--- config.mk ---
export PLATFORM = sky130hd
export DESIGN_NAME = divider_seq
export DESIGN_NICKNAME = d
export VERILOG_FILES = /design/src/rtl/divider_seq.sv
export SDC_FILE = /design/constraint.sdc
export NUM_CORES = 1
export LEC_CHECK = 0
export ABC_AREA = 1
export CORE_MARGIN = 1.5
export CORE_UTILIZATION = 46
export DETAILED_ROUTE_END_ITERATION = 10
export PLACE_DENSITY = 0.74
export SYNTH_ARGS = -nofsm -noshare
export SYNTH_HDL_FRONTEND = slang
export SYNTH_SLANG_ARGS = --single-unit
--- constraint.sdc ---
create_clock -name clk -period 1.4 [get_ports clk]
set_input_delay 0.14 -clock clk [delete_from_list [all_inputs] [get_ports clk]]
set_output_delay 0.14 -clock clk [all_outputs]
set_load 0.005 [all_outputs]
--- src/rtl/divider_seq.sv ---
// divider_seq: sequential unsigned restoring divider, one quotient bit per cycle.
// Optional feature macro: DIVIDER_SEQ_DBZ_EN -- when defined, a start with b=0
// skips the iteration sequence and reports divide-by-zero directly; when
// undefined, dbz is tied to 0 and b=0 runs the normal WIDTH-cycle path.
module divider_seq #(
    parameter int unsigned WIDTH = 4
) (
    input  logic             clk,
    input  logic             rst,
    input  logic             start,
    input  logic [WIDTH-1:0] a,
    input  logic [WIDTH-1:0] b,
    output logic             busy,
    output logic             done,
    output logic [WIDTH-1:0] q,
    output logic [WIDTH-1:0] r,
    output logic             dbz
);

    localparam int unsigned CW = $clog2(WIDTH + 1);

    typedef enum logic [1:0] {
        IDLE = 2'd0,
        RUN  = 2'd1,
        DONE = 2'd2
    } state_t;

    state_t           state_q, state_d;
    logic [CW-1:0]    cnt_q,   cnt_d;
    logic [WIDTH-1:0] dvd_q,   dvd_d;
    logic [WIDTH-1:0] dvs_q,   dvs_d;
    logic [WIDTH:0]   rem_q,   rem_d;
    logic [WIDTH-1:0] q_q,     q_d;
    logic [WIDTH-1:0] r_q,     r_d;
    logic             busy_q,  busy_d;
    logic             done_q,  done_d;
`ifdef DIVIDER_SEQ_DBZ_EN
    logic             dbz_q,   dbz_d;
`endif

    logic [WIDTH:0]   rem_sh;
    logic [WIDTH:0]   rem_sub;
    logic             qbit;

    // One restoring step: shift next dividend bit into the remainder, trial-subtract.
    always_comb begin
        rem_sh  = (rem_q << 1) | {{WIDTH{1'b0}}, dvd_q[WIDTH-1]};
        qbit    = (rem_sh >= {1'b0, dvs_q});
        rem_sub = qbit ? (rem_sh - {1'b0, dvs_q}) : rem_sh;
    end

    // Next-state and datapath update for the IDLE/RUN/DONE sequence.
    always_comb begin
        state_d = state_q;
        cnt_d   = cnt_q;
        dvd_d   = dvd_q;
        dvs_d   = dvs_q;
        rem_d   = rem_q;
        q_d     = q_q;
        r_d     = r_q;
        busy_d  = busy_q;
        done_d  = 1'b0;
`ifdef DIVIDER_SEQ_DBZ_EN
        dbz_d   = dbz_q;
`endif
        unique case (state_q)
            IDLE: begin
                if (start) begin
                    dvd_d = a;
                    dvs_d = b;
                    cnt_d = '0;
                    rem_d = '0;
`ifdef DIVIDER_SEQ_DBZ_EN
                    if (b == '0) begin
                        state_d = DONE;
                        q_d     = '1;
                        r_d     = a;
                        dbz_d   = 1'b1;
                        done_d  = 1'b1;
                    end else begin
                        state_d = RUN;
                        busy_d  = 1'b1;
                    end
`else
                    state_d = RUN;
                    busy_d  = 1'b1;
`endif
                end
            end
            RUN: begin
                rem_d = rem_sub;
                dvd_d = {dvd_q[WIDTH-2:0], qbit};
                cnt_d = cnt_q + CW'(1);
                if (cnt_q == CW'(WIDTH - 1)) begin
                    state_d = DONE;
                    busy_d  = 1'b0;
                    done_d  = 1'b1;
                    q_d     = {dvd_q[WIDTH-2:0], qbit};
                    r_d     = rem_sub[WIDTH-1:0];
`ifdef DIVIDER_SEQ_DBZ_EN
                    dbz_d   = 1'b0;
`endif
                end
            end
            DONE: begin
                state_d = IDLE;
            end
            default: begin
                state_d = IDLE;
                busy_d  = 1'b0;
            end
        endcase
    end

    // State registers with synchronous reset taking priority over start.
    always_ff @(posedge clk) begin
        if (rst) begin
            state_q <= IDLE;
            cnt_q   <= '0;
            dvd_q   <= '0;
            dvs_q   <= '0;
            rem_q   <= '0;
            q_q     <= '0;
            r_q     <= '0;
            busy_q  <= 1'b0;
            done_q  <= 1'b0;
`ifdef DIVIDER_SEQ_DBZ_EN
            dbz_q   <= 1'b0;
`endif
        end else begin
            state_q <= state_d;
            cnt_q   <= cnt_d;
            dvd_q   <= dvd_d;
            dvs_q   <= dvs_d;
            rem_q   <= rem_d;
            q_q     <= q_d;
            r_q     <= r_d;
            busy_q  <= busy_d;
            done_q  <= done_d;
`ifdef DIVIDER_SEQ_DBZ_EN
            dbz_q   <= dbz_d;
`endif
        end
    end

    assign busy = busy_q;
    assign done = done_q;
    assign q    = q_q;
    assign r    = r_q;
`ifdef DIVIDER_SEQ_DBZ_EN
    assign dbz  = dbz_q;
`else
    assign dbz  = 1'b0;
`endif

endmodule
==> impl_results.md, run 1 <==
* Vias in the first global route at 1,255
* PortBufs at 20
* Static leakage at between 0.7 and 0.8 nW
* Average size of a mapped cell at 7.742 µm²
* Max-cap viol count at 0
* Number of detailed-routing iterations run before antenna repair at 4
* Chip height at 55.70 µm
* Largest family of logic cells by synthesized area: simple AND/OR/NAND/NOR gates
* Avg WL per Cell at about 13 µm
* Synthesized-area fraction occupied by ao, oa, aoi and oai cells at around 16%
* Clock-pin slew on the worst setup and hold paths at 0.15 ns
* Number of rows created at floorplan at 18
* Die footprint at around 3100 µm²
* Global-route usage over all layers at a little over a fifth
* Worst Hold End: dvs_q[0]$_SDFFE_PP0P_
* Worst Reg-to-Reg Cells at 8
* Design Area, Final at about 1800 µm²
* Wire length of the first global-routing pass at between 5000 and 6000 µm
* Number of cells in the finished layout apart from fillers at 237
* Reg2Reg Setup Slack at -0.05 ns
* Class of the tightest hold or removal check: input port to flop
* Clock insertion delay at the later pin of the skew report at ~0.33 ns
* Post-synth top flop: sky130_fd_sc_hd__dfxtp_1
* Net Count, Synth at around 180
* Effective utilization at floorplan at about 50%
* Final-report setup violation count at 5
* Start of the worst register-to-register path: dvd_q[3]$_SDFFE_PP0P_
* Number of sinks handled by clock tree synthesis at 27
* PnR Total Power at between 1.5 and 2 mW
* Share of flip-flops with an asynchronous set or reset after synthesis at 0%
* Global route total overflow at 0
* Final number of hold-violating endpoints at 0
* Yosys cell types at 28
* Post-detailed-placement half-perimeter wirelength at 2227 µm
* DR DRC count at 0
* Violations in the final reports: setup timing
* Unrepaired setup endpoints after global routing: true
* Post-layout nets at between 200 and 250
* Antenna cell count at 0
* Sequential area share after synthesis at a little over two fifths
* Post-route core utilization at slightly above 70%
* Die width at between 50 and 60 µm
* H-tree levels at 1
* Fraction of synthesized cell area in xor and xnor cells at 0.6856%
* Placeable Area at 2545 µm²
* Wirelength, routed at approximately 3100 µm
* Cell area after synthesis at 1277 µm²
* Clk buf depth at 2
* Area share of and/or/nand/nor cells after synthesis at between 20% and 30%
* Run status: complete, but fails checks
* Antenna violations before repair at 0
* Power Dens Cells at approximately 1100 nW/µm²
* Post-placement cell area at around 1600 µm²
* Min setup slack post-route at -0.05192 ns
* Fmax achieved at 688.7 MHz
* # placed instances at between 200 and 250
* Worst endpoint data arrival time at ~1.7 ns
* Number of violations reported at the end of detailed-routing iteration 0 at 26
* Post-synth EDFFs at 0
* Average via count per standard cell at roughly 5
* Placer Congestion at just under 0.9
* Crit share post-route at 103.7%
* Time the worst path needs with I/O delays and setup at ~1.5 ns
* Worst setup path class: flop to flop
* Worst-case clock skew at approximately 0.0088 ns
* Hold path depth at 3
* TritonCTS clock tree: yes
* Element type at the critical path end: flop
* Layout-stage area growth over the synthesis result at 41.14%
* Fillcell total at about 190
* Routed vias at between 1,000 and 1,500
* Cell count after synthesis at ~170
* Slew Limit Fails at 0
* Hold path start: b[0]
* Count of hold buffers inserted by post-cts repair at 0
* Post-synthesis share of cell area spent on full adders, half adders and majority gates at between 7 and 8%
* Worst reg2reg path endpoint: rem_q[1]$_SDFFE_PP0P_
* Worst voltage drop across the vdd grid at 773.6 µV
* Largest net degree at the start of global routing at 17
* Portion of netlist area occupied by mux cells at 0%
* Boundary Pins at 22
* Type of origin of the critical path: flop
* Synthesis warning total at 0
* Required time worst endpoint at 1.67 ns
* Routed Antenna Nets at 0
* Crit-path max FO at 2
* Number of CTS-inserted buffers at 3
* Register bit total from synthesis at 27
* Root buffer cell: sky130_fd_sc_hd__clkbuf_4
* Ratio of cells with drive above 1 in the final layout at a little over a third
-- metal layers --
| layer | vias to the layer above | wire [µm] | global-route usage [%] | share of wire, % |
|---|---|---|---|---|
| met5 | - | 0 | 0 | 0 |
| met4 | 0 | 27 | 5.575 | 0.86 |
| met3 | 4 | 93 | 2.093 | 3.0 |
| met2 | 29 | 1653 | 39.46 | 53 |
| met1 | 569 | 1355 | 24.68 | 43 |
| li1 | 609 | - | - | - |
-- cell usage in the layout, fill, tap and decap left out, types with 3 or more instances in the layout --
cell type	count
sky130_fd_sc_hd__nand2_1	27
sky130_fd_sc_hd__buf_4	22
sky130_fd_sc_hd__clkdlybuf4s50_1	20
sky130_fd_sc_hd__dfxtp_1	19
sky130_fd_sc_hd__a21oi_1	13
sky130_fd_sc_hd__nor2_1	11
sky130_fd_sc_hd__nand2_2	11
sky130_fd_sc_hd__inv_2	10
sky130_fd_sc_hd__inv_1	9
sky130_fd_sc_hd__dfxtp_2	8
sky130_fd_sc_hd__o21ai_1	7
sky130_fd_sc_hd__nand3_1	6
sky130_fd_sc_hd__o21ai_0	5
sky130_fd_sc_hd__o21a_1	3
sky130_fd_sc_hd__ha_4	3
sky130_fd_sc_hd__ha_1	3
sky130_fd_sc_hd__clkbuf_4	3
-- kinds of logic after synthesis --
kind of cell / Yosys count
and+or+nand+nor: 67
other: 1
buffers and inverters: 27
xor gates and xnor gates: 1
AOI/OAI and AO/OA: 35
adders and majority gates: 7
DFF: 27
-- repair_timing --
| item | in CTS | in global routing |
|---|---|---|
| gates resized for setup | 24 | 5 |
| setup endpoints to repair | 10 | 12 |
| buffers inserted | 6 | 2 |
| endpoints found under the hold margin | 0 | 0 |
| pin swaps | 13 | 6 |
-- worst max-delay path, stage by stage, from the launching register on --
cell and delay (ns):
sky130_fd_sc_hd__dfxtp_2 0.34, sky130_fd_sc_hd__inv_2 0.06, sky130_fd_sc_hd__ha_4 0.13, sky130_fd_sc_hd__inv_2 0.04, sky130_fd_sc_hd__fa_2 0.53, sky130_fd_sc_hd__clkinv_2 0.06, sky130_fd_sc_hd__nand2_2 0.06, sky130_fd_sc_hd__nand3_2 0.06
sky130_fd_sc_hd__a21oi_2 0.11
-- power by group --
| part | switching (mW) | internal [mW] |
|---|---|---|
| Combinational | 0.399 | 0.347 |
| Clock | 0.246 | 0.109 |
| Sequential | 0.0338 | 0.819 |
-- synth_stat cells, types with 4 or more instances --
cell | instances | area share (%)
sky130_fd_sc_hd__a21oi_1 | 14 | 5.5
sky130_fd_sc_hd__o21ai_1 | 7 | 2.7
sky130_fd_sc_hd__ha_1 | 6 | 5.9
sky130_fd_sc_hd__dfxtp_1 | 27 | 42
sky130_fd_sc_hd__nand2_1 | 34 | 10
sky130_fd_sc_hd__o21ai_0 | 5 | 2.0
sky130_fd_sc_hd__inv_2 | 6 | 1.8
sky130_fd_sc_hd__nand2_2 | 4 | 2.0
sky130_fd_sc_hd__inv_1 | 13 | 3.8
sky130_fd_sc_hd__nor2_1 | 11 | 3.2
sky130_fd_sc_hd__nand3_1 | 8 | 3.1
-- how the worst max path moves through the flow --
stage                          startpoint  slack (ns)  cells after the start               endpoint
floorplan           dvd_q[3]$_SDFFE_PP0P_       -0.01                     10      r[2]$_SDFFE_PP0P_
global placement    dvd_q[3]$_SDFFE_PP0P_       -0.04                     10      r[2]$_SDFFE_PP0P_
detailed placement  dvd_q[3]$_SDFFE_PP0P_       -0.08                     10      r[2]$_SDFFE_PP0P_
CTS                 dvd_q[3]$_SDFFE_PP0P_       -0.04                      8  rem_q[1]$_SDFFE_PP0P_
global route        dvd_q[3]$_SDFFE_PP0P_       -0.12                      8  rem_q[1]$_SDFFE_PP0P_
finish              dvd_q[3]$_SDFFE_PP0P_       -0.05                      8  rem_q[1]$_SDFFE_PP0P_
-- sequential cells by signal (all words and copies together), names as in the netlist --
register,cells
busy,1
cnt_q,3
done,1
dvd_q,4
dvs_q,4
q,4
r,4
rem_q,4
state_q,2
-- final cells by class --
| class | count | area, µm² | area share, % |
|---|---|---|---|
| clock buffers | 3 | 22.52 | 1.249 |
| clock inverters | 1 | 7.507 | 0.4164 |
| inverters | 21 | 81.33 | 4.511 |
| multi-input cells | 111 | 706.9 | 39.21 |
| flip-flops and latches | 27 | 550.5 | 30.53 |
| well taps | 30 | 37.54 | 2.082 |
| repair buffers | 44 | 396.6 | 22.00 |
-- stage by stage --
step | setup slack, ns | setup TNS, ns | hold WS, ns
6_report | -0.05192 | -0.1338 | 0.3710
5_1_grt | -0.1239 | -0.8725 | 0.3888
4_1_cts | -0.03733 | -0.1561 | 0.3702
3_5_place_dp | -0.07725 | -0.4951 | 0.4601
3_3_place_gp | -0.03640 | -0.08650 | 0.4523
2_1_floorplan | -0.01011 | -0.01011 | 0.2094
No activity file was read; power rests on OpenSTA's default activity.
==> run 2: changes to the inputs <==
--- a/config.mk
+++ b/config.mk
@@ -8,6 +8,7 @@
 export ABC_AREA = 1
 export CORE_MARGIN = 1.5
 export CORE_UTILIZATION = 46
+export CTS_BUF_LIST = sky130_fd_sc_hd__clkbuf_16
 export DETAILED_ROUTE_END_ITERATION = 10
 export PLACE_DENSITY = 0.74
 export SYNTH_ARGS = -nofsm -noshare
==> run 2 against run 1 <==
The flow still finishes with violations (setup timing); sequential power hardly changed; flip-flop and latch count unchanged; register-to-register slack got worse by 0.02 ns; via count decreased by 0.50%; clock power up 91%; final cell count fell by 2.1%; worst hold slack better by 0.073 ns; highest routed layer unchanged.
==> impl_results.md, run 2 (synthesis results as in run 1) <==
* Boundary Pins at 22 (unchanged)
* Fmax achieved at 680.9 MHz (was 688.7 MHz)
* Number of cells in the finished layout apart from fillers at 232 (was 237)
* Clock insertion delay at the later pin of the skew report at 0.27 ns (was 0.33 ns)
* DR DRC count at 0 (unchanged)
* Reg2Reg Setup Slack at -0.07 ns (was -0.05 ns)
* Required time worst endpoint at 1.60 ns (was 1.67 ns)
* Worst slack on hold paths at 0.4444 ns (was 0.3710 ns)
* Commonest non-fill, non-tap cells in the layout: sky130_fd_sc_hd__nand2_1, sky130_fd_sc_hd__dfxtp_1, sky130_fd_sc_hd__clkdlybuf4s50_1, sky130_fd_sc_hd__buf_4, sky130_fd_sc_hd__a21oi_1 (was sky130_fd_sc_hd__nand2_1, sky130_fd_sc_hd__buf_4, sky130_fd_sc_hd__clkdlybuf4s50_1, sky130_fd_sc_hd__dfxtp_1, sky130_fd_sc_hd__a21oi_1)
* Most common cell after layout, fill and taps aside: sky130_fd_sc_hd__nand2_1 (unchanged)
* Number of detailed-routing iterations run before antenna repair at 4 (unchanged)
* Wire length of the first global-routing pass at 5382 µm (was 5257 µm)
* Largest stage delay, worst path at 0.53 ns (about the same)
* Final number of hold-violating endpoints at 0 (unchanged)
* Final-report setup violation count at 9 (was 5)
* Clock-pin slew on the worst setup and hold paths at 0.07 ns (was 0.15 ns)
* Antenna violations before repair at 0 (unchanged)
* Routed Antenna Nets at 0 (unchanged)
* Largest net degree at the start of global routing at 17 (unchanged)
* Total area of multi-input combinational cells at 711.9 µm² (was 706.9 µm²)
* Fraction of met2 tracks used by global routing at 42.52% (was 39.46%)
* Met3 usage in global routing at 3.721% (was 2.093%)
* Type of origin of the critical path: flop (unchanged)
* Crit-path max FO at 2 (unchanged)
* Family with the most delay on the worst path: adder cells (unchanged)
* Die footprint at 3102 µm² (unchanged)
* Average via count per standard cell at 5.194 (was 5.110)
* Number of sinks handled by clock tree synthesis at 27 (unchanged)
* H-tree levels at 1 (unchanged)
* TritonCTS clock tree: yes (unchanged)
* Min setup slack post-route at -0.06874 ns (was -0.05192 ns)
* Antenna cell count at 0 (unchanged)
* Max-cap viol count at 0 (unchanged)
* Class of the tightest hold or removal check: input port to flop (unchanged)
* WP buf/inv at 3 (unchanged)
* Time the worst path needs with I/O delays and setup at 1.469 ns (was 1.452 ns)
* Run status: complete, but fails checks (unchanged)
* Setup tns final at -0.3129 ns (was -0.1338 ns)
* PortBufs at 20 (unchanged)
* Unrepaired setup endpoints after global routing: true (unchanged)
* Worst voltage drop across the vdd grid at 966.7 µV (was 773.6 µV)
* Global-route usage over all layers at 22.37% (was 20.84%)
* Slowest stage cell on the critical path: sky130_fd_sc_hd__fa_2 (unchanged)
* Worst setup path class: flop to flop (unchanged)
* Clk buf depth at 2 (unchanged)
* Die width at 55.70 µm (unchanged)
* Wirelength, routed at 3342 µm (was 3129 µm)
* Met1 Use GR at 24.60% (was 24.68%)
* Post-layout nets at 221 (was 226)
* Number of violations reported at the end of detailed-routing iteration 0 at 36 (was 26)
* Pre-CTS setup slack at -0.07725 ns (unchanged)
* Placer Congestion at 0.8692 (unchanged)
* Avg WL per Cell at 14.41 µm (was 13.20 µm)
* Number of CTS-inserted buffers at 3 (unchanged)
* Element type at the critical path end: flop (unchanged)
* Worst endpoint data arrival time at 1.67 ns (was 1.72 ns)
* Slew Limit Fails at 0 (unchanged)
* Routed vias at 1,205 (was 1,211)
* # placed instances at 225 (unchanged)
* Register area at 549.3 µm² (was 550.5 µm²)
* Effective utilization at floorplan at 50.20% (unchanged)
* Placeable Area at 2545 µm² (unchanged)
* Root buffer cell: sky130_fd_sc_hd__clkbuf_16 (was sky130_fd_sc_hd__clkbuf_4)
* Post-detailed-placement half-perimeter wirelength at 2227 µm (unchanged)
* Violations in the final reports: setup timing (unchanged)
* PnR Total Power at 2.277 mW (was 1.954 mW)
* Chip height at 55.70 µm (unchanged)
* Worst-case clock skew at 0.002666 ns (was 0.008790 ns)
* Layout-stage area growth over the synthesis result at 42.41% (was 41.14%)
* Vias in the first global route at 1,222 (was 1,255)
* Power Dens Cells at 1251 nW/µm² (was 1084 nW/µm²)
* Highest-utilization routing layer at the global route stage: met2 (unchanged)
* Ratio of cells with drive above 1 in the final layout at 34.65% (was 36.23%)
* Crit share post-route at 104.9% (was 103.7%)
* Static leakage at 0.7838 nW (was 0.7790 nW)
* Global route total overflow at 0 (unchanged)
* CP cell instances: inv_2, ha_4, inv_4, fa_2, clkinv_2, nand2_2, nand3_2, a21oi_2 (was inv_2, ha_4, inv_2, fa_2, clkinv_2, nand2_2, nand3_2, a21oi_2)
* Number of rows created at floorplan at 18 (unchanged)
* Fillcell total at 191 (unchanged)
run 2: cell type report:
type,count,share of cell area [%]
flip-flops and latches,27,30.19
multi-input cells,111,39.13
well taps,30,2.063
clock buffers,3,4.127
clock inverters,1,0.4127
inverters,21,4.539
repair buffers,39,19.53
run 2: path summary, 6_finish.rpt:
check / start / cells after the start / endpoint
max: dvd_q[3]$_SDFFE_PP0P_ / 8 / rem_q[1]$_SDFFE_PP0P_
min: b[0] / 3 / dvs_q[0]$_SDFFE_PP0P_
max reg2reg: dvd_q[3]$_SDFFE_PP0P_ / 8 / rem_q[1]$_SDFFE_PP0P_
min reg2reg: cnt_q[2]$_SDFFE_PP0P_ / 2 / cnt_q[2]$_SDFFE_PP0P_
run 2: power breakdown:
part / switching (mW) / internal, mW / total [mW]
registers: 0.0339 / 0.819 / 0.852
logic: 0.413 / 0.334 / 0.747
clock network: 0.287 / 0.389 / 0.677
total: 0.734 / 1.54 / 2.28
run 2: metal layers:
metal / vias up / routed length [µm]
met2: 28 / 1783
li1: 605 / -
met3: 9 / 105
met5: - / 0
met1: 563 / 1378
met4: 0 / 75
run 2: timing repair:
| item | CTS | global route |
|---|---|---|
| hold buffers | 0 | 0 |
| buffers inserted | 2 | 1 |
| pin swaps | 10 | 9 |
| gates resized for setup | 16 | 13 |
| setup endpoints to repair | 10 | 12 |
run 2: stage by stage:
stage | utilization [%] | instance area [µm²]
global placement | 63.96 | 1628
detailed placement | 63.96 | 1628
floorplan | - | 1292
finish | 71.48 | 1819
CTS | 69.91 | 1779
global route | 71.48 | 1819
run 2: worst reg2reg max path: stages (launching register included):
cell and delay [ns]:
sky130_fd_sc_hd__dfxtp_2 0.32, sky130_fd_sc_hd__inv_2 0.07, sky130_fd_sc_hd__ha_4 0.15, sky130_fd_sc_hd__inv_4 0.03
sky130_fd_sc_hd__fa_2 0.53, sky130_fd_sc_hd__clkinv_2 0.06, sky130_fd_sc_hd__nand2_2 0.07, sky130_fd_sc_hd__nand3_2 0.06
sky130_fd_sc_hd__a21oi_2 0.11
==> run 3: changes to the inputs <==
--- a/config.mk
+++ b/config.mk
@@ -11,6 +11,7 @@
 export CTS_BUF_LIST = sky130_fd_sc_hd__clkbuf_16
 export DETAILED_ROUTE_END_ITERATION = 10
 export PLACE_DENSITY = 0.74
+export SKIP_CTS_REPAIR_TIMING = 1
 export SYNTH_ARGS = -nofsm -noshare
 export SYNTH_HDL_FRONTEND = slang
 export SYNTH_SLANG_ARGS = --single-unit
==> run 3 against run 2 <==
The run still ends with setup timing left; clock skew is 0.0012 ns higher; critical endpoint is now r[2]$_SDFFE_PP0P_; count of clock-buffer cells in the layout unchanged; sequential share of layout area down 0.43 points; combinational power up 8.2%; worst hold slack better by 0.0035 ns; core utilization up 1.0 points.
==> impl_results.md, run 3 (synthesis results as in run 1) <==
* Antenna violations before repair at 0 (unchanged)
* Post-layout nets at 221 (unchanged)
* Required time worst endpoint at 1.57 ns (was 1.60 ns)
* Switching component of the power at 761.4 µW (was 734.4 µW)
* Post-detailed-placement half-perimeter wirelength at 2227 µm (unchanged)
* Routed vias at 1,231 (was 1,205)
* H-tree levels at 1 (unchanged)
* Wirelength, routed at 3334 µm (was 3342 µm)
* Slew Limit Fails at 0 (unchanged)
* Crit share post-route at 106.9% (was 104.9%)
* Min setup slack post-route at -0.09681 ns (was -0.06874 ns)
* Clock insertion delay at the later pin of the skew report at 0.27 ns (about the same)
* Switching share of power at 32.62% (was 32.26%)
* Boundary Pins at 22 (unchanged)
* Number of sinks handled by clock tree synthesis at 27 (unchanged)
* Unrepaired setup endpoints after global routing: true (unchanged)
* Power Dens Cells at 1265 nW/µm² (was 1251 nW/µm²)
* Die footprint at 3102 µm² (unchanged)
* Antenna cell count at 0 (unchanged)
* Commonest non-fill, non-tap cells in the layout: sky130_fd_sc_hd__nand2_1, sky130_fd_sc_hd__dfxtp_1, sky130_fd_sc_hd__clkdlybuf4s50_1, sky130_fd_sc_hd__buf_4, sky130_fd_sc_hd__a21oi_1 (unchanged)
* Average via count per standard cell at 5.306 (was 5.194)
* Hold path start: b[0] (unchanged)
* Number of rows created at floorplan at 18 (unchanged)
* Worst voltage drop across the vdd grid at 923.5 µV (was 966.7 µV)
* Ratio of cells with drive above 1 in the final layout at 35.64% (was 34.65%)
* Routed Antenna Nets at 0 (unchanged)
* Most common cell after layout, fill and taps aside: sky130_fd_sc_hd__nand2_1 (unchanged)
* Number of CTS-inserted buffers at 3 (unchanged)
* Global route total overflow at 0 (unchanged)
* Final number of hold-violating endpoints at 0 (unchanged)
* Post-route core utilization at 72.52% (was 71.48%)
* Avg WL per Cell at 14.37 µm (was 14.41 µm)
* DR DRC count at 0 (unchanged)
* Combinational fraction of design power at 34.6% (was 32.8%)
* Start of the worst register-to-register path: dvd_q[3]$_SDFFE_PP0P_ (unchanged)
* Worst endpoint data arrival time at 1.67 ns (about the same)
* Layout-stage area growth over the synthesis result at 44.47% (was 42.41%)
* Type of origin of the critical path: flop (unchanged)
* Global-route usage over all layers at 20.07% (was 22.37%)
* Placeable Area at 2545 µm² (unchanged)
* Sequential share of power at 36.5% (was 37.4%)
* Number of detailed-routing iterations run before antenna repair at 4 (unchanged)
* Violations in the final reports: setup timing (unchanged)
* Worst setup path class: flop to flop (unchanged)
* Clk buf depth at 2 (unchanged)
* P_int at 1.573 mW (was 1.542 mW)
* Part of the power in the clock network at 28.9% (was 29.7%)
* Largest net degree at the start of global routing at 17 (unchanged)
* PortBufs at 20 (unchanged)
* Wire length of the first global-routing pass at 4885 µm (was 5382 µm)
* Vias in the first global route at 1,168 (was 1,222)
* Worst slack on hold paths at 0.4479 ns (was 0.4444 ns)
* PnR Total Power at 2.334 mW (was 2.277 mW)
* Run status: complete, but fails checks (unchanged)
* Setup tns final at -0.4780 ns (was -0.3129 ns)
* Time the worst path needs with I/O delays and setup at 1.497 ns (was 1.469 ns)
* Max-cap viol count at 0 (unchanged)
* TritonCTS clock tree: yes (unchanged)
* Number of violations reported at the end of detailed-routing iteration 0 at 17 (was 36)
* Chip height at 55.70 µm (unchanged)
* Fmax achieved at 668.1 MHz (was 680.9 MHz)
* Static leakage at 0.7955 nW (was 0.7838 nW)
* Crit-path max FO at 2 (unchanged)
* Effective utilization at floorplan at 50.20% (unchanged)
* Die width at 55.70 µm (unchanged)
* Placer Congestion at 0.8692 (unchanged)
* Worst-case clock skew at 0.003880 ns (was 0.002666 ns)
* Root buffer cell: sky130_fd_sc_hd__clkbuf_16 (unchanged)
* Element type at the critical path end: flop (unchanged)
* Class of the tightest hold or removal check: input port to flop (unchanged)
* Worst Setup SP: dvd_q[3]$_SDFFE_PP0P_ (unchanged)
* Clock-pin slew on the worst setup and hold paths at 0.07 ns (about the same)
* Final-report setup violation count at 9 (unchanged)
[run 3: layer usage]
| layer | up-vias | global-route usage, % | part of all wire (%) | wire [µm] |
|---|---|---|---|---|
| met2 | 32 | 37.59 | 53 | 1765 |
| li1 | 600 | - | - | - |
| met4 | 0 | 7.666 | 2.6 | 87 |
| met1 | 590 | 22.25 | 41 | 1376 |
| met3 | 9 | 3.488 | 3.1 | 104 |
| met5 | - | 0 | 0 | 0 |
[run 3: layout make-up]
| class | count | area [µm²] |
|---|---|---|
| multi-input combinational | 111 | 735.7 |
| fill | 186 | 699.4 |
| sequential | 27 | 549.3 |
| timing repair buffer | 39 | 359.1 |
| inverter | 21 | 81.33 |
| clock buffer | 3 | 75.07 |
| tap | 30 | 37.54 |
| clock inverter | 1 | 7.507 |
[run 3: power by group through the flow]
stage | registers (mW) | clock network [mW] | logic (mW)
after detailed placement | 0.860 | 0 | 0.607
final | 0.852 | 0.674 | 0.808
after global placement | 0.856 | 0 | 0.583
after global routing | 0.856 | 0.708 | 0.877
after floorplan | 0.855 | 0 | 0.403
after CTS | 0.842 | 0.677 | 0.611
[run 3: stage by stage]
stage               std cells  cell area (µm²)  worst slack (ns)
CTS                       229             1710          -0.08866
finish                    232             1846          -0.09681
detailed placement        225             1628          -0.07725
floorplan                 165             1292          -0.01011
global route              232             1846           -0.1756
global placement          225             1628          -0.03640
[run 3: worst paths after layout]
| path | slack (ns) | cells past startpoint | end |
|---|---|---|---|
| hold reg to reg | 0.47 | 2 | cnt_q[2]$_SDFFE_PP0P_ |
| hold / removal | 0.45 | 3 | dvs_q[0]$_SDFFE_PP0P_ |
| setup reg to reg | -0.1 | 10 | r[2]$_SDFFE_PP0P_ |
| setup / recovery | -0.1 | 10 | r[2]$_SDFFE_PP0P_ |
[run 3: critical path: stages, from the launching register on]
cell	delay [ns]
sky130_fd_sc_hd__dfxtp_2	0.32
sky130_fd_sc_hd__inv_2	0.07
sky130_fd_sc_hd__ha_4	0.16
sky130_fd_sc_hd__inv_4	0.04
sky130_fd_sc_hd__fa_2	0.36
sky130_fd_sc_hd__xnor2_2	0.19
sky130_fd_sc_hd__nand2_2	0.08
sky130_fd_sc_hd__nand2_1	0.06
sky130_fd_sc_hd__nand2_1	0.04
sky130_fd_sc_hd__nand2_1	0.05
sky130_fd_sc_hd__inv_1	0.03
